`src/rtl/quadra_collect.sv`:
```
// quadra_collect: credit-controlled result FIFO behind the quadratic evaluator.
// Define QUADRA_COLLECT_MINMAX_EN to add the running y_min / y_max registers.
module quadra_collect #(
   parameter int Y_W   = 20,
   parameter int LAT   = 1,
   parameter int DEPTH = 8
) (
   input  logic                       clk,
   input  logic                       rst_b,
   input  logic                       in_valid,
   output logic                       in_ready,
   input  logic [Y_W-1:0]             y,
   input  logic                       clr,
   output logic                       out_valid,
   input  logic                       out_ready,
   output logic [Y_W-1:0]             out_data,
   output logic [$clog2(DEPTH+1)-1:0] count
`ifdef QUADRA_COLLECT_MINMAX_EN
   ,
   output logic [Y_W-1:0]             y_min,
   output logic [Y_W-1:0]             y_max
`endif
);

   localparam int AW = $clog2(DEPTH);
   localparam int CW = $clog2(DEPTH+1);
   localparam int IW = $clog2(LAT+1);

   logic           acc;
   logic           land;
   logic           wr;
   logic           rd;
   logic [LAT-1:0] vsr;
   logic [IW-1:0]  infl;
   logic [AW-1:0]  wptr;
   logic [AW-1:0]  rptr;
   logic [CW:0]    occ;
   logic [Y_W-1:0] mem [DEPTH];

   // Credits cover both stored entries and results still inside the evaluator
   assign occ       = (CW+1)'(count) + (CW+1)'(infl);
   assign in_ready  = occ < (CW+1)'(DEPTH);
   assign acc       = in_valid & in_ready;
   assign land      = vsr[LAT-1];
   assign out_valid = count != '0;
   assign wr        = land & ~clr;
   assign rd        = out_valid & out_ready & ~clr;

   always_ff @(posedge clk or negedge rst_b) begin
      if (!rst_b) begin
         vsr  <= '0;
         infl <= '0;
      end else if (clr) begin
         vsr  <= '0;
         infl <= '0;
      end else begin
         vsr[0] <= acc;
         for (int i = 1; i < LAT; i++)
            vsr[i] <= vsr[i-1];
         if (acc & ~land)
            infl <= infl + IW'(1);
         else if (land & ~acc)
            infl <= infl - IW'(1);
      end
   end

   always_ff @(posedge clk) begin
      if (wr)
         mem[wptr] <= y;
   end

   always_ff @(posedge clk or negedge rst_b) begin
      if (!rst_b) begin
         wptr     <= '0;
         rptr     <= '0;
         count    <= '0;
         out_data <= '0;
      end else if (clr) begin
         wptr     <= '0;
         rptr     <= '0;
         count    <= '0;
         out_data <= '0;
      end else begin
         if (wr)
            wptr <= wptr + AW'(1);
         if (rd)
            rptr <= rptr + AW'(1);
         if (wr & ~rd)
            count <= count + CW'(1);
         else if (rd & ~wr)
            count <= count - CW'(1);
         // Head register: next entry is in mem unless it is the one arriving now
         if (rd) begin
            if (count != CW'(1))
               out_data <= mem[rptr + AW'(1)];
            else if (wr)
               out_data <= y;
         end else if (wr && count == '0) begin
            out_data <= y;
         end
      end
   end

`ifdef QUADRA_COLLECT_MINMAX_EN
   localparam logic [Y_W-1:0] MAXP = {1'b0, {(Y_W-1){1'b1}}};
   localparam logic [Y_W-1:0] MINN = {1'b1, {(Y_W-1){1'b0}}};

   always_ff @(posedge clk or negedge rst_b) begin
      if (!rst_b) begin
         y_min <= MAXP;
         y_max <= MINN;
      end else if (clr) begin
         y_min <= MAXP;
         y_max <= MINN;
      end else if (wr) begin
         if ($signed(y) < $signed(y_min))
            y_min <= y;
         if ($signed(y) > $signed(y_max))
            y_max <= y;
      end
   end
`endif

endmodule

```
`config.mk`:
```
export PLATFORM = sky130hd
export DESIGN_NAME = quadra_collect
export DESIGN_NICKNAME = d
export VERILOG_FILES = /design/src/rtl/quadra_collect.sv
export SDC_FILE = /design/constraint.sdc
export NUM_CORES = 1
export LEC_CHECK = 0
export ABC_AREA = 1
export CAP_MARGIN = 5
export CORE_ASPECT_RATIO = 0.6
export CORE_MARGIN = 1.5
export CORE_UTILIZATION = 40
export DETAILED_ROUTE_END_ITERATION = 7
export GPL_ROUTABILITY_DRIVEN = 0
export PLACE_DENSITY = 0.56
export SLEW_MARGIN = 20
export SYNTH_ARGS = -nofsm -noshare
export SYNTH_HDL_FRONTEND = slang
export SYNTH_SLANG_ARGS = --single-unit
```
`constraint.sdc`:
```
create_clock -name clk -period 4.76 [get_ports clk]
set_input_delay 0.952 -clock clk [delete_from_list [all_inputs] [get_ports clk]]
set_output_delay 0.952 -clock clk [all_outputs]
set_load 0.02 [all_outputs]
```
==> results of run 1 <==
-- metal layers --
layer / part of all wire / routed length [um] / vias up
met4: 0.0072 / 152 / 0
li1: - / - / 2861
met3: 0.055 / 1150 / 16
met1: 0.52 / 11000 / 2727
met2: 0.41 / 8730 / 149
met5: 0 / 0 / -
-- power by group through the flow --
stage | Clock [mW] | Combinational, mW | Sequential [mW]
2_1_floorplan | 0 | 0.890 | 2.08
6_report | 1.41 | 1.36 | 2.02
5_1_grt | 1.51 | 1.50 | 2.03
3_5_place_dp | 0 | 1.36 | 2.06
4_1_cts | 1.44 | 1.36 | 2.02
3_3_place_gp | 0 | 1.35 | 2.06
-- final timing paths --
path                        startpoint      endpoint  slack (ns)  cells past startpoint
hold / removal             out_data[4]   out_data[4]        0.48                      2
hold reg to reg            out_data[4]   out_data[4]        0.48                      2
max in group asynchronous        rst_b       rptr[0]        3.51                      1
setup reg to reg               rptr[0]   out_data[3]        2.10                      9
setup / recovery              count[0]     out_valid        1.75                      4
min in group asynchronous        rst_b  out_data[14]        0.62                      1
-- flip-flops by register name (all words and copies together), names as in the netlist --
name / count
infl: 1
wptr: 3
rptr: 3
out_data: 20
count: 4
land: 1
mem: 160
-- layout make-up --
cell class	count	area share
clock inverters	12	0.0129
repair buffers	63	0.0595
well taps	279	0.0350
inverters	135	0.0513
multi-input cells	499	0.234
clock buffers	20	0.0448
flip-flops and latches	192	0.562
-- metrics by stage --
| stage | setup slack (ns) | area [um^2] | hold WS (ns) | power [mW] | utilization |
|---|---|---|---|---|---|
| floorplan | 2.13 | 8680 | 0.484 | 2.97 | - |
| global placement | 1.48 | 9390 | 0.465 | 3.41 | 0.444 |
| detailed placement | 1.47 | 9400 | 0.469 | 3.41 | 0.445 |
| CTS | 1.72 | 9970 | 0.487 | 4.82 | 0.472 |
| global route | 1.60 | 9970 | 0.515 | 5.05 | 0.472 |
| finish | 1.75 | 9970 | 0.482 | 4.79 | 0.472 |
-- synthesized netlist by cell type (all sizes together) --
| cell type | instances | area [um^2] |
|---|---|---|
| xnor2 | 4 | 35.0 |
| dfrtp | 32 | 801 |
| a21oi | 2 | 10.0 |
| buf | 28 | 204 |
| edfxtp | 160 | 4800 |
| clkinv | 1 | 5.00 |
| nand4 | 3 | 18.8 |
| clkbuf | 12 | 65.1 |
| xor2 | 1 | 8.76 |
| nand3 | 133 | 751 |
| o21ai | 15 | 86.3 |
| nand2 | 320 | 1220 |
| nor2 | 15 | 87.6 |
| ha | 6 | 75.1 |
| inv | 134 | 505 |
-- cell usage in the layout (no fill, tap or decap), types with 3 or more instances in the layout --
cell type / n
buf_4: 13
clkbuf_16: 17
clkdlybuf4s50_1: 49
clkinv_2: 3
clkinvlp_4: 3
dfrtp_1: 31
edfxtp_1: 160
ha_1: 6
inv_1: 132
inv_6: 4
nand2_1: 317
nand3_1: 119
nand3_2: 12
nand4_1: 3
nor2_1: 4
nor2_2: 8
o21ai_0: 11
o21ai_1: 3
xnor2_1: 3
-- tightest hold or removal path, cell delays in order (launching register included) --
cell     delay, ns
dfrtp_1       0.35
nand2_1       0.05
nand2_1       0.05
-- cell families after synthesis --
group,share of synthesized area
compound gates,0.0111
xor+xnor,0.00505
fa+ha+maj,0.00865
buf+inv,0.0898
flops,0.646
simple gates,0.239
==> summary.md, run 1 <==
| Metric | Value |
|---|---|
| Status | finished, final reports clean |
| Grt ovf | 0 |
| Die area | 22600 um^2 |
| Fin crit share | 0.633 |
| Skew-Pair Late Insertion Delay | 0.43 ns |
| Setup TNS Final | 0 ns |
| Ant. Diodes | 0 |
| HP Class | flop to flop |
| Hold Fails Final Rpt | 0 |
| CP Data Required Time | 3.81 ns |
| DRT antenna net count | 0 |
| Clock Sinks | 192 |
| Unrepaired setup endpoints after global routing | false |
| Max rail drop VDD | 310 uV |
| Met2 Use GR | 0.286 |
| Area of the multi-input gates | 2340 um^2 |
| First-pass GRT wire length | 32.7 mm |
| Starting Density | 0.410 |
| Final #Nets | 939 |
| Psw | 1.68 mW |
| Die width | 193 um |
| Worst path slowest cell | clkdlybuf4s50_1 |
| Post-Layout Cell Count | 1200 |
| Cell family contributing the most delay on the critical path | buffers and inverters |
| YS warnings | 0 |
| Root Buffer | clkbuf_16 |
| FF/Latch Area | 5610 um^2 |
| Max Cap Violations | 0 |
| Vias in the first global route | 5403 |
| Cell Pwr Density | 480 nW/um^2 |
| Core Region | 21100 um^2 |
| Final worst path period need | 3.01 ns |
| Logic gate share of total power | 0.283 |
| Final setup viols | 0 |
| H-tree levels | 4 |
| DR DRC count | 0 |
| Die Height | 117 um |
| Antenna violations before repair | 0 |
| Fmax | 332 MHz |
| Max-slew headroom | 0.408 |
| Flop pwr share | 0.422 |
| CTS tree | done |
| Placed cells | 1168 |
| Pin count of the biggest net entering global routing | 72 |
| Post-CTS sizing | 0 |
| IO Count | 51 |
| I/O Buffers | 50 |
| Grt peak-use layer | met1 |
| CP bufs+invs | 2 |
| CP Launch Type | flop |
| Final WL | 21.1 mm |
| WL/cell | 17.6 um |
| Drt pass-1 iters | 6 |
| Clock Skews | 0.0112 ns |
| Internal Power | 3.11 mW |
| FP Rows | 41 |
| Crit-path max cell delay | 0.61 ns |
| Max Fanout on Critical Path | 6 |
| Mean Syn Cell Area | 10.0 um^2 |
| Number of synthesized register bits | 192 |
| Reg clk slew, reported paths | 0.07 ns |
| Layout cells sized above 1 | 0.0858 |
| Crit Path Class | flop to output port |
| CTS Hold Bufs | 0 |
| Crit-path cells | inv_1, ha_1, nand2_4, clkdlybuf4s50_1 |
| Post-DP HPWL | 11.8 mm |
| Number of vias per cell | 4.79 |
| Cell count after synthesis | 866 |
| Worst Tran Pin Value | 0.888 ns |
| CP endpoint kind | output port |
| Post-synthesis sequential area ratio | 0.646 |
| Cell area after synthesis | 8680 um^2 |
| Pins Over Slew Limit | 0 |
| Vias | 5753 |
| Clk pwr share | 0.295 |
| Number of DRC violations after detailed-routing iteration 0 | 428 |
| Number of CTS-inserted buffers | 17 |
| Met1 usage | 0.310 |
| Worst Path Arrival | 2.06 ns |
| Leakage | 4.29 nW |
| Switching Share | 0.350 |
| FILL cells | 1971 |
| Clock Path Buffers | 2 |
| Setup bufs post-CTS | 0 |
| Net Count, Synth | 897 |
| M3 GR Usage | 0.0397 |
| Synth-to-layout area growth | 15.0% |
| Synth cell types | 30 |
| GRT Util Overall | 0.200 |
No activity file was read; power rests on OpenSTA's default activity.
==> run 2: changes to the inputs <==
==> constraint.sdc (replaced) <==
create_clock -name clk -period 3 [get_ports clk]
set_input_delay 0.6 -clock clk [delete_from_list [all_inputs] [get_ports clk]]
set_output_delay 0.6 -clock clk [all_outputs]
set_load 0.02 [all_outputs]
==> run 2 against run 1 <==
Compared with the run above:
- clock power rose by 57%
- first-iteration DRC count rose by 4.2%
- sequential share of layout area fell by 0.47 points
- die area did not move
- global-route usage fell by 0.69 points
- register-to-register slack got worse by 1.2 ns
- setup slack got worse by 1.4 ns
- sequential cell count did not move
- wire length fell by 4.1%
- total power rose by 59%
- via count rose by 0.31%
- sequential power rose by 57%
==> summary.md, run 2 (same netlist as run 1, synthesis figures left out) <==
| Metric | Value |
|---|---|
| Most common cell after layout, fill and taps aside | nand2_1 |
| Pins Over Slew Limit | 0 (unchanged) |
| IO Count | 51 (unchanged) |
| Grt peak-use layer | met1 |
| Cell family contributing the most delay on the critical path | buffers and inverters |
| WL/cell | 16.7 um (-4.8%) |
| DR DRC count | 0 (unchanged) |
| Drt pass-1 iters | 8 (+2) |
| Largest regs | mem: 160 flops, out_data: 20 flops, count: 4 flops |
| Die width | 193 um (unchanged) |
| Number of DRC violations after detailed-routing iteration 0 | 446 (+4.2%) |
| Crit-path cells | inv_1, ha_1, nand2_4, clkdlybuf4s50_1 |
| Switching Share | 0.340 (-0.00995) |
| Max Fanout on Critical Path | 6 (unchanged) |
| Synth-to-layout area growth | 15.9% |
| Clock Sinks | 192 (unchanged) |
| CTS tree | done |
| Pin count of the biggest net entering global routing | 54 (-25%) |
| Post-CTS sizing | 0 (unchanged) |
| RR Endpoint | out_data[15] |
| CP bufs+invs | 2 (unchanged) |
| DRT antenna net count | 0 (unchanged) |
| First-pass GRT wire length | 31.8 mm (-2.7%) |
| Unrepaired setup endpoints after global routing | false |
| Cell Pwr Density | 755 nW/um^2 (+57%) |
| CP Launch Type | flop |
| Area of the multi-input gates | 2330 um^2 (-0.48%) |
| Skew-Pair Late Insertion Delay | 0.44 ns (about the same) |
| Setup bufs post-CTS | 0 (unchanged) |
| Met1 usage | 0.298 (-0.0129) |
| Post-layout power | 7.59 mW (+59%) |
| HP Class | input port to asynchronous set/reset pin |
| Worst Setup EP | out_valid |
| Worst path slowest cell | clkdlybuf4s50_1 |
| Setup TNS Final | 0 ns (unchanged) |
| CP endpoint kind | output port |
| R2r startpoint | rptr[0] |
| Layout cells sized above 1 | 0.0914 (+0.00562) |
| Die Height | 117 um (unchanged) |
| Final WL | 20.2 mm (-4.1%) |
| Number of vias per cell | 4.77 (-0.43%) |
| Logic gate share of total power | 0.290 (+0.007) |
| FF/Latch Area | 5610 um^2 (unchanged) |
| Final setup viols | 0 (unchanged) |
| H-tree levels | 4 (unchanged) |
| Worst Path Arrival | 2.08 ns (+0.02 ns) |
| M3 GR Usage | 0.0400 (+0.000298) |
| Crit Path Class | flop to output port |
| Max Cap Violations | 0 (unchanged) |
| Post-DP HPWL | 12.4 mm (+5.7%) |
| Max reg flops | 160 (unchanged) |
| Root Buffer | clkbuf_16 |
| Antenna violations before repair | 0 (unchanged) |
| Status | finished, final reports clean |
| Psw | 2.58 mW (+54%) |
| Ant. Diodes | 0 (unchanged) |
| FP Rows | 41 (unchanged) |
| Hold Fails Final Rpt | 0 (unchanged) |
| Final #Nets | 948 (+0.96%) |
| Grt ovf | 0 (unchanged) |
| Fin crit share | 0.893 |
| CP Data Required Time | 2.40 ns (-1.41 ns) |
| Crit-path max cell delay | 0.61 ns (about the same) |
| Levels on crit path | 4 (unchanged) |
| Commonest cells after routing, fill and taps aside | nand2_1 (317), edfxtp_1 (160), inv_1 (132) |
| Leakage | 4.35 nW (+1.2%) |
| Number of CTS-inserted buffers | 17 (unchanged) |
| Vias in the first global route | 5443 (+0.74%) |
| GRT Util Overall | 0.193 (-0.00695) |
| Reg2reg path depth | 10 (+1) |
| Clock Skews | 0.00875 ns (-0.00247 ns) |
| Max-slew headroom | 0.427 (+0.0186) |
| FILL cells | 1982 (+0.56%) |
| Most flops, register | mem |
| Clock Path Buffers | 2 (unchanged) |
| Final worst path period need | 2.68 ns |
| Worst Tran Pin Value | 0.860 ns (-0.0279 ns) |
| Fmax | 373 MHz |
| I/O Buffers | 50 (unchanged) |
| Vias | 5771 (+0.31%) |
| Met2 Use GR | 0.276 (-0.0100) |
| Clk pwr share | 0.293 (-0.002) |
| Core Region | 21100 um^2 (unchanged) |
| Reg clk slew, reported paths | 0.07 ns (about the same) |
| Critical path startpoint | count[0] |
| Starting Density | 0.410 (unchanged) |
| Internal Power | 5.01 mW (+61%) |
| Flop pwr share | 0.418 (-0.004) |
| CTS Hold Bufs | 0 (unchanged) |
| Max rail drop VDD | 500 uV (+61%) |
| Die area | 22600 um^2 (unchanged) |
| R2R Setup Slk | 0.92 ns (-1.18 ns) |
run 2: how the worst min path moves through the flow:
stage | startpoint | slack (ns) | cells past startpoint | to
global placement | out_data[15] | 0.46 | 2 | out_data[15]
CTS | rst_b | 0.29 | 1 | out_data[19]
floorplan | rst_b | 0.30 | 0 | count[0]
global route | rst_b | 0.32 | 1 | out_data[1]
detailed placement | out_data[19] | 0.47 | 2 | out_data[19]
finish | rst_b | 0.27 | 1 | out_data[1]
run 2: power groups by stage:
| stage | registers, mW | logic, mW | clock network (mW) |
|---|---|---|---|
| after CTS | 3.17 | 2.22 | 2.27 |
| after global placement | 3.23 | 2.21 | 0 |
| after global routing | 3.19 | 2.46 | 2.37 |
| after floorplan | 3.30 | 1.41 | 0 |
| after detailed placement | 3.23 | 2.21 | 0 |
| final | 3.17 | 2.20 | 2.22 |
run 2: through the flow:
step	instance area, um^2	setup slack [ns]	hold slack (ns)	std cells	util
2_1_floorplan	8680	0.720	0.304	866	-
3_3_place_gp	9490	0.500	0.465	1177	0.449
3_5_place_dp	9490	0.445	0.467	1177	0.449
4_1_cts	10100	0.295	0.286	1209	0.476
5_1_grt	10100	0.207	0.316	1209	0.476
6_report	10100	0.320	0.272	1209	0.476
run 2: worst register-to-register path, cell delays in order, from the launching register on:
cell	delay, ns
dfrtp_2	0.40
buf_4	0.32
inv_2	0.12
buf_4	0.48
nand2_1	0.17
nand3_1	0.12
nand3_1	0.09
nand3_2	0.10
nand2_1	0.06
nand2_1	0.06
nand2_1	0.04
run 2: final cells by class:
| type | count | area share |
|---|---|---|
| tap | 279 | 0.0347 |
| inverter | 135 | 0.0508 |
| sequential | 192 | 0.557 |
| multi-input combinational | 499 | 0.231 |
| clock inverter | 15 | 0.0141 |
| timing repair buffer | 72 | 0.0694 |
| clock buffer | 17 | 0.0423 |
run 2: layer usage:
metal | part of all wire | wire length, um
met5 | 0 | 0
met4 | 0.0079 | 160
met3 | 0.061 | 1240
met2 | 0.41 | 8360
met1 | 0.52 | 10400
